==> src/rtl/ar_arbiter_if.sv <==
// AR channel bundle between two AXI masters, the arbiter and three slaves.
// The master modport is the environment side (masters + slaves driving in);
// the slave modport is the arbiter side.
interface ar_arbiter_if;
  logic [44:0] arpayload_m0;
  logic        arvalid_m0;
  logic        arready_m0;
  logic [44:0] arpayload_m1;
  logic        arvalid_m1;
  logic        arready_m1;
  logic [48:0] arpayload_s;
  logic [2:0]  arvalid_s;
  logic [2:0]  arready_s;
  logic [1:0]  rdone_m;

  modport master (
    output arpayload_m0, arvalid_m0, arpayload_m1, arvalid_m1, arready_s, rdone_m,
    input  arready_m0, arready_m1, arpayload_s, arvalid_s
  );

  modport slave (
    input  arpayload_m0, arvalid_m0, arpayload_m1, arvalid_m1, arready_s, rdone_m,
    output arready_m0, arready_m1, arpayload_s, arvalid_s
  );
endinterface

==> src/rtl/ar_arbiter.sv <==
// AR channel arbiter: two masters onto three slaves, address decode to
// S0/S1/S2, ID tagging for R routing, per-master outstanding read cap.
// Optional macro AR_RR_EN: round-robin between masters (default: M0 fixed
// priority). Optional macro AXI_ASSERT: flag rdone on an idle counter.
module ar_arbiter #(
  parameter int unsigned MAX_OUTST = 1,
  parameter logic [31:0] S0_BASE   = 32'h0000_0000,
  parameter logic [31:0] S1_BASE   = 32'h0001_0000
) (
  input logic       clk,
  input logic       rst,
  ar_arbiter_if.slave bus
);
  typedef enum logic [1:0] {IDLE, GNT_M0, GNT_M1} state_t;

  localparam logic [2:0] MAX_CNT = 3'(MAX_OUTST);

  state_t      state_q, state_d;
  logic [2:0]  sel_q, sel_d;          // one-hot slave select
  logic [2:0]  cnt0_q, cnt0_d, cnt1_q, cnt1_d;
  logic        elig0, elig1, pick1;
  logic [31:0] addr_win;
  logic [2:0]  dec_sel;
  logic        hs0, hs1;
  logic [48:0] pl_s;
  logic [2:0]  vld_s;
  logic        rdy0, rdy1;

  assign elig0 = bus.arvalid_m0 && (cnt0_q < MAX_CNT);
  assign elig1 = bus.arvalid_m1 && (cnt1_q < MAX_CNT);

`ifdef AR_RR_EN
  logic rr_q, rr_d;                   // 1: M1 favoured on a tie
  assign pick1 = elig1 && (!elig0 || rr_q);
`else
  assign pick1 = elig1 && !elig0;
`endif

  // Decode the address of whichever master would win this cycle
  assign addr_win = pick1 ? bus.arpayload_m1[40:9] : bus.arpayload_m0[40:9];
  always_comb begin
    dec_sel = 3'b100;
    if (addr_win[31:16] == S0_BASE[31:16])      dec_sel = 3'b001;
    else if (addr_win[31:16] == S1_BASE[31:16]) dec_sel = 3'b010;
  end

  assign hs0 = (state_q == GNT_M0) && |(bus.arready_s & sel_q);
  assign hs1 = (state_q == GNT_M1) && |(bus.arready_s & sel_q);

  // Issue and completion in the same cycle cancel; completion at zero is dropped
  function automatic logic [2:0] next_cnt(input logic [2:0] c, input logic inc,
                                          input logic dec);
    if (inc && !dec)                  return c + 3'd1;
    else if (!inc && dec && c != '0)  return c - 3'd1;
    else                              return c;
  endfunction

  // Outstanding counter next state
  always_comb begin
    cnt0_d = next_cnt(cnt0_q, hs0, bus.rdone_m[0]);
    cnt1_d = next_cnt(cnt1_q, hs1, bus.rdone_m[1]);
  end

  // Grant FSM next state and outputs; grant holds until the slave accepts
  always_comb begin
    state_d = state_q;
    sel_d   = sel_q;
    pl_s    = '0;
    vld_s   = '0;
    rdy0    = 1'b0;
    rdy1    = 1'b0;
    case (state_q)
      IDLE: begin
        if (elig0 || elig1) begin
          state_d = pick1 ? GNT_M1 : GNT_M0;
          sel_d   = dec_sel;
        end
      end
      GNT_M0: begin
        pl_s  = {4'h1, bus.arpayload_m0};
        vld_s = sel_q;
        rdy0  = |(bus.arready_s & sel_q);
        if (hs0) state_d = IDLE;
      end
      GNT_M1: begin
        pl_s  = {4'h2, bus.arpayload_m1};
        vld_s = sel_q;
        rdy1  = |(bus.arready_s & sel_q);
        if (hs1) state_d = IDLE;
      end
      default: state_d = IDLE;
    endcase
  end

  assign bus.arpayload_s = pl_s;
  assign bus.arvalid_s   = vld_s;
  assign bus.arready_m0  = rdy0;
  assign bus.arready_m1  = rdy1;

  // State, select and counter registers
  always_ff @(posedge clk or negedge rst) begin
    if (!rst) begin
      state_q <= IDLE;
      sel_q   <= '0;
      cnt0_q  <= '0;
      cnt1_q  <= '0;
    end else begin
      state_q <= state_d;
      sel_q   <= sel_d;
      cnt0_q  <= cnt0_d;
      cnt1_q  <= cnt1_d;
    end
  end

`ifdef AR_RR_EN
  // Pointer flips to the other master after each accepted AR
  always_comb begin
    rr_d = rr_q;
    if (hs0)      rr_d = 1'b1;
    else if (hs1) rr_d = 1'b0;
  end

  // Round-robin pointer register
  always_ff @(posedge clk or negedge rst) begin
    if (!rst) rr_q <= 1'b0;
    else      rr_q <= rr_d;
  end
`endif

`ifdef AXI_ASSERT
  // A read completion with nothing outstanding is an R-channel protocol error
  always_ff @(posedge clk) begin
    if (rst) begin
      assert (!(bus.rdone_m[0] && cnt0_q == '0 && !hs0))
        else $error("ar_arbiter: rdone_m[0] with no outstanding read");
      assert (!(bus.rdone_m[1] && cnt1_q == '0 && !hs1))
        else $error("ar_arbiter: rdone_m[1] with no outstanding read");
    end
  end
`endif
endmodule

==> src/flat_wrapper.sv <==
// flat-port wrapper written by rule: the top's interface ports become plain ports
module ar_arbiter_flat 
#(
  parameter int unsigned MAX_OUTST = 1,
  parameter logic [31:0] S0_BASE   = 32'h0000_0000,
  parameter logic [31:0] S1_BASE   = 32'h0001_0000
)
  (clk, rst, bus_arpayload_m0, bus_arvalid_m0, bus_arpayload_m1, bus_arvalid_m1, bus_arready_s, bus_rdone_m, bus_arready_m0, bus_arready_m1, bus_arpayload_s, bus_arvalid_s);
  ar_arbiter_if bus_i ();
  input logic clk;
  input logic rst;
  input wire logic [$bits(bus_i.arpayload_m0)-1:0] bus_arpayload_m0;
  input wire logic [$bits(bus_i.arvalid_m0)-1:0] bus_arvalid_m0;
  input wire logic [$bits(bus_i.arpayload_m1)-1:0] bus_arpayload_m1;
  input wire logic [$bits(bus_i.arvalid_m1)-1:0] bus_arvalid_m1;
  input wire logic [$bits(bus_i.arready_s)-1:0] bus_arready_s;
  input wire logic [$bits(bus_i.rdone_m)-1:0] bus_rdone_m;
  output wire logic [$bits(bus_i.arready_m0)-1:0] bus_arready_m0;
  output wire logic [$bits(bus_i.arready_m1)-1:0] bus_arready_m1;
  output wire logic [$bits(bus_i.arpayload_s)-1:0] bus_arpayload_s;
  output wire logic [$bits(bus_i.arvalid_s)-1:0] bus_arvalid_s;
  assign bus_i.arpayload_m0 = bus_arpayload_m0;
  assign bus_i.arvalid_m0 = bus_arvalid_m0;
  assign bus_i.arpayload_m1 = bus_arpayload_m1;
  assign bus_i.arvalid_m1 = bus_arvalid_m1;
  assign bus_i.arready_s = bus_arready_s;
  assign bus_i.rdone_m = bus_rdone_m;
  assign bus_arready_m0 = bus_i.arready_m0;
  assign bus_arready_m1 = bus_i.arready_m1;
  assign bus_arpayload_s = bus_i.arpayload_s;
  assign bus_arvalid_s = bus_i.arvalid_s;
  ar_arbiter #(.MAX_OUTST(MAX_OUTST), .S0_BASE(S0_BASE), .S1_BASE(S1_BASE)) u_core (.clk(clk), .rst(rst), .bus(bus_i));
endmodule
==> config.mk <==
export PLATFORM = sky130hd
export DESIGN_NAME = ar_arbiter_flat
export DESIGN_NICKNAME = d
export VERILOG_FILES = /design/src/rtl/ar_arbiter_if.sv /design/src/rtl/ar_arbiter.sv /design/src/flat_wrapper.sv
export SDC_FILE = /design/constraint.sdc
export NUM_CORES = 1
export LEC_CHECK = 0
export ABC_AREA = 1
export CAP_MARGIN = 5
export CORE_MARGIN = 2
export CORE_UTILIZATION = 34
export CTS_CLUSTER_DIAMETER = 200
export DETAILED_ROUTE_END_ITERATION = 6
export PLACE_DENSITY = 0.85
export SYNTH_ARGS = -nofsm -noshare
export SYNTH_HDL_FRONTEND = slang
export SYNTH_SLANG_ARGS = --single-unit
==> constraint.sdc <==
create_clock -name clk -period 5.5 [get_ports clk]
set_clock_uncertainty 0.1 [all_clocks]
set_input_delay 1.65 -clock clk [delete_from_list [all_inputs] [get_ports clk]]
set_output_delay 1.65 -clock clk [all_outputs]
set_load 0.1 [all_outputs]
# Yosys cells after proc, flatten, opt, wreduce, memory -nomap -nowiden
# Index checks and enable logic that the tools add are counted.
[totals]
register_bits = 11
output_inout_bits = 54
wordCells = 60
[op_classes]
addsub = 4
order_cmp = 2
eq_ne = 6
muxes = 16
n_bitwise = 1
reduce_logical = 27
[op_table]
columns = ["op", "count"]
rows = [
  ["$pmux W47 S2", 1],
  ["$mux W32", 1],
  ["$mux W3", 7],
  ["$eq A16 B1 Y1 const B", 1],
  ["$logic_not A16 Y1", 1],
  ["$logic_and A1 B1 Y1", 11],
  ["$mux W2", 4],
  ["$add A3 B1 Y3 const B", 2],
  ["$lt A3 B1 Y1 const B", 2],
  ["$ne A2 B1 Y1 const B", 3],
  ["$pmux W2 S3", 1],
  ["$reduce_bool A3 Y1", 2],
  ["$sub A3 B1 Y3 const B", 2],
  ["$logic_not A1 Y1", 5],
  ["$reduce_bool A2 Y1", 2],
  ["$and A3 B3 Y3", 1],
  ["$reduce_and A3 Y1", 1],
  ["$reduce_or A3 Y1", 1],
  ["$eq A2 B1 Y1 const B", 1],
  ["$eq A2 B2 Y1 const B", 1],
  ["$logic_not A2 Y1", 1],
  ["$mux W1", 2],
  ["$reduce_and A2 Y1", 1],
  ["$reduce_or A2 Y1", 1],
  ["$logic_or A1 B1 Y1", 1],
]

# Longest topological paths before layout
[logic_depth]
word_depth = 8
ltp_mapped = 9

# Worst setup path before layout
# Ideal clock, no wire load.
[synth_path]
path_kind = "input-to-output"
startpoint = "in bus_arpayload_m1[15]"
endpoint = "out bus_arpayload_s[15]"
arrival_time_ns = 3.179
t_required_ns = 3.750
setup_slack_ns = 0.571
cell_stages = 2
cell_sequence = "nand2_1 -> a21oi_1"
[synth_between]
elab_chain_cells = 1
[synth_rtl]
columns = ["item", "line_no", "source"]
rows = [
  ["start: declaration", "flat_wrapper.sv:14", "input wire logic [$bits(bus_i.arpayload_m1)-1:0] bus_arpayload_m1;"],
  ["$pmux W47 S2", "ar_arbiter.sv:72", "case (state_q)"],
  ["end: declaration", "flat_wrapper.sv:20", "output wire logic [$bits(bus_i.arpayload_s)-1:0] bus_arpayload_s;"],
]
# No other way between the ends.

# Worst setup path in the final report
[layout_path]
startpoint = "in bus_arpayload_m0[25]"
endpoint = "out bus_arpayload_s[25]"
[layout_between]
elab_chain_cells = 1
[layout_rtl]
columns = ["item", "line_no", "source"]
rows = [
  ["start: declaration", "flat_wrapper.sv:12", "input wire logic [$bits(bus_i.arpayload_m0)-1:0] bus_arpayload_m0;"],
  ["$pmux W47 S2", "ar_arbiter.sv:72", ""],
]
# No other way between the ends.

==> run summary <==
Status = finished clean
Flip-flop and latch count after synthesis = 11
Nets@finish = 559
Boundary pin count = 153
Tcrit/Tclk final = 0.822
Final TNS setup = 0 ns
Setup Buffers After CTS = 0
Fin. Hold Viols = 0
Worst path arrival time = 2.77 ns
Slew HR = 0.335
Synth warn = 0
Distinct cells, synth = 23
Post-synth EDFFs = 0
Max_cap viols = 0
Finish-stage setup viols = 0
Area Growth Syn to Fin = 87.0%
Register area = 275 sq um
Die Ht = 73.6 microns
Min cycle time layout = 4.52 ns
1st-iter DRT viols = 132
Port-buffer cells = 150
HP Class = reg -> reg
Post-synth top flop = dfrtp_1
Critical path class = in -> out
Critical path endpoint category = output port
RSZ-0062 raised after global routing = false
CTS tree = done
Clock H-tree levels = 1
Share of layout cells above drive strength 1 = 0.143
Worst Tran Pin Value = 0.995 ns
Synth Area per Inst = 5.37 sq um
Clk_lat worst skew = 0.24 ns
First-pass detailed-route iteration total = 4
Worst-path clk slew = 0.05 ns
Synth top area share = 0.330
Wire per inst = 13.4 microns
Max Clk Rate = 221 MHz
First-pass GRT wire length = 10.0 mm
Post-synthesis sequential area ratio = 0.167
Startpoint types = input port
DIE AREA = 5420 sq um
Clk buf depth = 2
Worst-path fanout max = 3
Mapped Area = 1650 sq um
Core area = 4690 sq um
Tot GR Track Use = 0.234
Syn Inst Count = 307
Top post-synthesis cells by count = nand2_1, a21oi_1, inv_1, nor2_1
Die X = 73.6 microns
Area leader, netlist = nand2_1
GRT Residual Overflow = 0
Placed wire-length estimate = 5.32 mm
Asr flop ratio synth = 1.00
Final ANT Viol Nets = 0
# fillers = 432
Final wirelength = 6.74 mm
Hold-fix buffers, CTS = 0
Clk root buf = clkbuf_8
Initial Utilization = 0.351
N_diodes = 0
Cell with the most instances after synthesis = nand2_1
Resized cells post-CTS = 0
Number of remaining DRC errors = 0
Utilization after layout = 0.657
Multi-input logic area = 1200 sq um
Vias per inst = 4.80
Worst EP required = 3.75 ns
Inserted Clock Buffers = 3
Top post-synthesis cells by area = nand2_1, dfrtp_1, a21oi_1, ha_1, inv_1
# rows = 25
Sink Count = 11
Via count = 2410
Pins over their slew limit = 0
Gp weighted congestion = 0.807
Vias in the first global route = 2139
Initial antenna violation count = 0
Largest net degree at the start of global routing = 46
## final timing paths
path / start / end / slack [ns] / depth (start not counted)
min: u_core.cnt1_q[0] / u_core.cnt1_q[0] / 0.40 / 1
max: bus_arpayload_m0[25] / bus_arpayload_s[25] / 0.98 / 4
max reg2reg: u_core.state_q[1] / u_core.cnt0_q[0] / 3.43 / 7
max in group asynchronous: rst / u_core.cnt0_q[0] / 3.29 / 1
min reg2reg: u_core.cnt1_q[0] / u_core.cnt1_q[0] / 0.40 / 1
min in group asynchronous: rst / u_core.cnt0_q[1] / 1.66 / 1
## cell usage in the layout, fill, tap and decap left out, types with 2 or more instances in the layout
| master | Yosys | layout |
|---|---|---|
| dfrtp_1 | 11 | 11 |
| ha_1 | 11 | 11 |
| buf_4 | 2 | 49 |
| xor2_1 | 4 | 4 |
| conb_1 | 1 | 2 |
| clkdlybuf4s50_1 | 0 | 103 |
| nand4_1 | 2 | 2 |
| nand2_1 | 145 | 145 |
| nor2_2 | 4 | 4 |
| a21oi_1 | 45 | 45 |
| nand2_2 | 4 | 4 |
| xnor2_1 | 2 | 2 |
| nor2_1 | 20 | 20 |
| clkbuf_8 | 0 | 3 |
| nand3_1 | 8 | 8 |
| inv_1 | 22 | 22 |
| o21ai_0 | 4 | 4 |
| inv_2 | 3 | 3 |
## per-stage QoR
| step | setup WS [ns] | cell area, sq um | hold slack [ns] | std cells |
|---|---|---|---|---|
| floorplan | 0.571 | 1650 | 0.369 | 308 |
| global placement | 1.01 | 3040 | 0.385 | 498 |
| detailed placement | 1.00 | 3040 | 0.394 | 498 |
| CTS | 0.999 | 3080 | 0.405 | 502 |
| global route | 0.928 | 3080 | 0.424 | 502 |
| finish | 0.978 | 3080 | 0.403 | 502 |
## area by class of cell
cell class / count / area share
clock buffer: 4 / 0.0146
inverter: 25 / 0.0304
multi-input combinational: 256 / 0.390
sequential: 11 / 0.0892
tap: 54 / 0.0219
timing repair buffer: 152 / 0.454
## state kept, by name, summed over array words and instances (netlist names)
signal / flops
u_core.state_q: 2
u_core.cnt1_q: 3
u_core.cnt0_q: 3
u_core.sel_q: 3
## logic make-up (layout without fill, tap and decap cells)
| group | count (synthesis) | in the layout | synth area share |
|---|---|---|---|
| compound gates | 51 | 51 | 0.158 |
| xor+xnor | 6 | 6 | 0.0319 |
| fa+ha+maj | 11 | 11 | 0.0835 |
| buf+inv | 41 | 181 | 0.105 |
| flops | 11 | 11 | 0.167 |
| other cells | 1 | 2 | 0.00227 |
| simple gates | 186 | 186 | 0.452 |
## layer usage
layer,routed length [microns],track usage,vias to the layer above
met3,654,0.0686,7
met4,52,0.0364,0
met2,3530,0.444,86
li1,-,-,1235
met1,2500,0.258,1082
met5,0,0,-
## worst max-delay path, cell delays in order
cell and delay (ns):
clkdlybuf4s50_1 0.51, nand2_1 0.08, a21oi_1 0.20, buf_4 0.33
Power is not shown: default switching activity piles up to over one toggle a cycle in this logic, so the estimate is an artifact.
==> patch 1, RTL diff (same flow settings) <==
Build with the macro `AR_RR_EN` defined.
--- a/src/rtl/ar_arbiter.sv
+++ b/src/rtl/ar_arbiter.sv
@@ -4,2 +4,4 @@
 // priority). Optional macro AXI_ASSERT: flag rdone on an idle counter.
+`define AR_RR_EN
+
 module ar_arbiter #(
Behaviour: not the same (Yosys sat finds a counterexample within 4 cycles, from zero or initial values and one cycle with rst low).
==> patch 1 against the unedited design <==
  * Non-clock buffer count increased by 1
  * Cell count decreased by 1.4%
  * Design area is 0.12% higher
  * Routed wire length grew 0.65%
  * Maximum frequency is 0.12% higher
  * Count of clock-buffer cells in the layout shrank 1
  * Area after synthesis is the same
  * First-iteration DRC count is 21% higher
  * Sequential cell count up 1
  * Via count shrank 0.87%
  * Hold slack better by 0.015 ns
  * Setup slack improved by 0.0056 ns
  * Critical path type unchanged
==> patch 1: results (changes against the unedited design) <==
result of the run=complete, no violations; number of DRC markers after the initial detailed-route iteration=160 (+21%); total length of routed wires=6.78 mm (+0.65%); antenna cells=0 (unchanged); cell count after synthesis=300 (-2.3%); TritonCTS buffer count=3 (unchanged); post-CTS clock slew at the launch and capture registers of the worst setup and hold paths=0.05 ns (about the same); number of nets in the finished design=553 (-1.1%); Primary FF master, synth=sky130_fd_sc_hd__dfrtp_1; distinct cell type count of the synthesized netlist=22 (-4.3%); worst-path maximum fanout=3 (unchanged); post-route total power=1.64 mW; Bufs on Longest Clock Path=2 (unchanged); CP Data Arrival Time=2.77 ns (about the same); mux cell area share after synthesis=0% (unchanged); antenna violations before repair=0 (unchanged); placed cell area=3050 um^2 (+0.25%); wire length of the first global-routing pass=10.2 mm (+1.4%); max incr delay on CP=0.46 ns (-0.05 ns); Hold Path Stages=2 (+1); power share of the sequential group=9.7%; Worst Hold Class=reg -> reg; sequential element share of the synthesized area=18.2% (+1.5 points); met1 Use GR=29.1% (+3.3 points); length in cells of the worst reg-to-reg path=10 (+3); CTS H-Tree Depth=1 (unchanged); register-to-register path setup slack=3.47 ns (+0.04 ns); all-layer global routing usage=23.5% (+0.13 points); weighted congestion reported at the end of routability-driven placement=0.840 (+4.0%); post-route non-filler standard cell count=495 (-1.4%); detailed-placement wirelength estimate=5.39 mm (+1.4%); number of detailed-routing iterations run before antenna repair=5 (+1); power dissipated in the clock network=0.0780 mW; # placed instances=492 (-1.2%); Synth Area in Compound Gates=17.1% (+1.4 points); number of synthesized flops with an enable pin=0 (unchanged); Commonest cells post-synth=135 x sky130_fd_sc_hd__nand2_1, 48 x sky130_fd_sc_hd__a21oi_1, 21 x sky130_fd_sc_hd__inv_1; M2 GR Usage=41.6% (-2.9 points); Least-Margin Pin Slew=0.989 ns (-0.00584 ns); Setup Buffers After CTS=0 (unchanged); number of vias per cell after detailed routing=4.83 (+0.53%); met3 capacity usage during global routing=3.57% (-3.3 points); hold path startpoint=u_core.sel_q[0]; largest registers in the final layout=u_core.cnt0_q x3, u_core.cnt1_q x3, u_core.sel_q x3; slowest library cell on the worst path=sky130_fd_sc_hd__clkdlybuf4s50_1; cell class contributing the biggest share of worst-path delay=buffers and inverters; share of final-layout standard cells stronger than drive strength 1=15.2% (+0.91 points); Min-Delay Endpoint=u_core.sel_q[0]; maximum vdd ir drop=0.491 mV; leak pwr=1.42 nW; launch point of the worst reg-to-reg path=u_core.state_q[1]; number of cells upsized or downsized after cts=0 (unchanged); async set or reset register ratio after synthesis=100% (unchanged); internal portion of total power=0.497 mW; endpoint of the lowest-slack register-to-register path=u_core.cnt0_q[2]; number of global-route vias before repair=2200 (+2.9%); pin count of the biggest net entering global routing=46 (unchanged); leading cell types by total area after synthesis=sky130_fd_sc_hd__nand2_1 31%, sky130_fd_sc_hd__dfrtp_1 18%, sky130_fd_sc_hd__a21oi_1 15%; Worst Hold Margin=0.418 ns (+0.0153 ns); worst slack, placed=0.988 ns (-0.0166 ns)
[patch 1: final cells by class]
| type | instances | area (um^2) |
|---|---|---|
| Tap cell | 54 | 67.6 |
| Fill cell | 444 | 1600 |
| Clock buffer | 3 | 41.3 |
| Sequential cell | 12 | 300 |
| Inverter | 24 | 90.1 |
| Multi-Input combinational cell | 249 | 1180 |
| Timing Repair Buffer | 153 | 1410 |
[patch 1: worst max path at each step]
stage,slack [ns],cells past startpoint,startpoint,endpoint
2_1_floorplan,0.57,2,bus_arpayload_m0[10],bus_arpayload_s[10]
3_3_place_gp,1.01,6,bus_arready_s[1],bus_arready_m1
3_5_place_dp,0.99,6,bus_arready_s[1],bus_arready_m1
4_1_cts,0.99,6,bus_arready_s[1],bus_arready_m1
5_1_grt,0.88,6,bus_arready_s[2],bus_arready_m1
6_report,0.98,6,bus_arready_s[1],bus_arready_m1
[patch 1: metal layers]
layer	part of all wire [%]	vias to the layer above
li1	-	1219
met1	40	1072
met2	49	85
met3	8.8	13
met4	2.1	0
met5	0	-
==> patch 2, RTL diff (same flow settings) <==
Without the edit above. Encoding of `state_t`: now one-hot (3 bits for 3 states).
--- a/src/rtl/ar_arbiter.sv
+++ b/src/rtl/ar_arbiter.sv
@@ -13,3 +13,3 @@
 );
-  typedef enum logic [1:0] {IDLE, GNT_M0, GNT_M1} state_t;
+  typedef enum logic [2:0] {IDLE = 3'b001, GNT_M0 = 3'b010, GNT_M1 = 3'b100} state_t;
 
Behaviour: same outputs for any inputs over 10 cycles, from zero or initial values and one cycle with rst low; not proved beyond that.
==> patch 2 against the unedited design <==
  * Utilization up 6.3 points
  * Critical path type unchanged
  * Setup slack got worse by 0.077 ns
  * Area after synthesis fell by 13%
  * Routed wire length decreased by 16%
  * Sequential cell count up 1
  * Design area fell by 5.8%
==> patch 2: results (changes against the unedited design) <==
result of the run=complete, no violations; number of DRC markers after the initial detailed-route iteration=57 (-57%); cell count after synthesis=216 (-30%); Synth Area in Compound Gates=28.2% (+12 points); mux cell area share after synthesis=0.699% (+0.70 points); leading cell types by total area after synthesis=sky130_fd_sc_hd__dfrtp_1 19%, sky130_fd_sc_hd__a22o_1 19%, sky130_fd_sc_hd__nand2_1 10%; via count=1956 (-19%); sequential element share of the synthesized area=21.1% (+4.4 points); fraction of the mapped netlist area in adder cells=5.24% (-3.1 points); number of vias per cell after detailed routing=4.74 (-1.3%); XOR/XNOR share of the synthesized area=3.67% (+0.48 points); Primary FF master, synth=sky130_fd_sc_hd__dfrtp_1; Hold Path Stages=1 (unchanged); leak pwr=1.43 nW; CP Data Arrival Time=2.85 ns (+0.08 ns); weighted congestion reported at the end of routability-driven placement=0.769 (-4.7%); Commonest cells post-synth=39 x sky130_fd_sc_hd__nand2_1, 37 x sky130_fd_sc_hd__inv_1, 31 x sky130_fd_sc_hd__a22o_1; # placed instances=409 (-18%); number of global-route vias before repair=1721 (-20%); all-layer global routing usage=22.0% (-1.4 points); fill cell instance count of the final layout=342 (-21%); max incr delay on CP=0.45 ns (-0.06 ns); share of final-layout standard cells stronger than drive strength 1=19.8% (+5.5 points); pin count of the biggest net entering global routing=30 (-35%); total length of routed wires=5.68 mm (-16%); wire length of the first global-routing pass=7.79 mm (-22%); detailed-placement wirelength estimate=4.75 mm (-11%); distinct cell type count of the synthesized netlist=25 (+8.7%); number of nets in the finished design=469 (-16%); worst-path maximum fanout=5 (+2); Least-Margin Pin Slew=0.528 ns (-0.467 ns)
==> patch 2: cell families after synthesis <==
logic type / after synthesis
compound gates: 55
xor+xnor: 6
fa+ha+maj: 6
buf+inv: 55
flops: 12
mux: 1
other cells: 1
simple gates: 80
==> patch 2: final cells by class <==
cell class / count / area (um^2) / area share (%)
repair buffers: 152 / 1400 / 48.2
well taps: 50 / 62.6 / 2.15
flip-flops and latches: 12 / 302 / 10.4
multi-input cells: 150 / 917 / 31.6
clock buffers: 4 / 55.1 / 1.90
inverters: 45 / 169 / 5.82
==> patch 2: path summary, 6_finish.rpt <==
path	startpoint	endpoint	slack [ns]
min in group asynchronous	rst	u_core.sel_q[1]	1.65
worst min register to register	u_core.cnt1_q[0]	u_core.cnt1_q[0]	0.41
worst max-delay path	bus_arready_s[2]	bus_arready_m0	0.90
max in group asynchronous	rst	u_core.state_q[0]	3.28
worst min-delay path	u_core.cnt1_q[0]	u_core.cnt1_q[0]	0.41
worst max register to register	u_core.state_q[1]	u_core.cnt1_q[2]	3.59
==> patch 2: critical path, delay by kind of cell <==
kind                   cells  cell delay (ns)
and+or+nand+nor            3             0.37
buffers and inverters      3             0.82
==> patch 2: where the power goes <==
part | switching [mW] | total, mW | internal (mW) | leakage, nW
logic | 0.351 | 0.526 | 0.175 | 1.25
registers | 0.0298 | 0.155 | 0.125 | 0.147
clock network | 0.0332 | 0.0965 | 0.0633 | 0.0288
total | 0.414 | 0.778 | 0.363 | 1.43
==> patch 2: routing by layer <==
metal,vias to the layer above,track usage (%),routed length [um]
met5,-,0,0
met1,877,25.4,2160
met3,7,4.38,534
met2,64,40.4,2920
li1,1008,-,-
met4,0,7.11,68
==> patch 2: metrics by stage <==
stage	worst slack [ns]	util (%)	instance area (um^2)	hold slack, ns
after floorplan	0.583	-	1440	0.371
after global placement	0.914	70.7	2850	0.405
after detailed placement	0.896	70.7	2850	0.412
after CTS	0.886	72.1	2900	0.420
after global routing	0.842	72.1	2900	0.439
final	0.900	72.1	2900	0.414
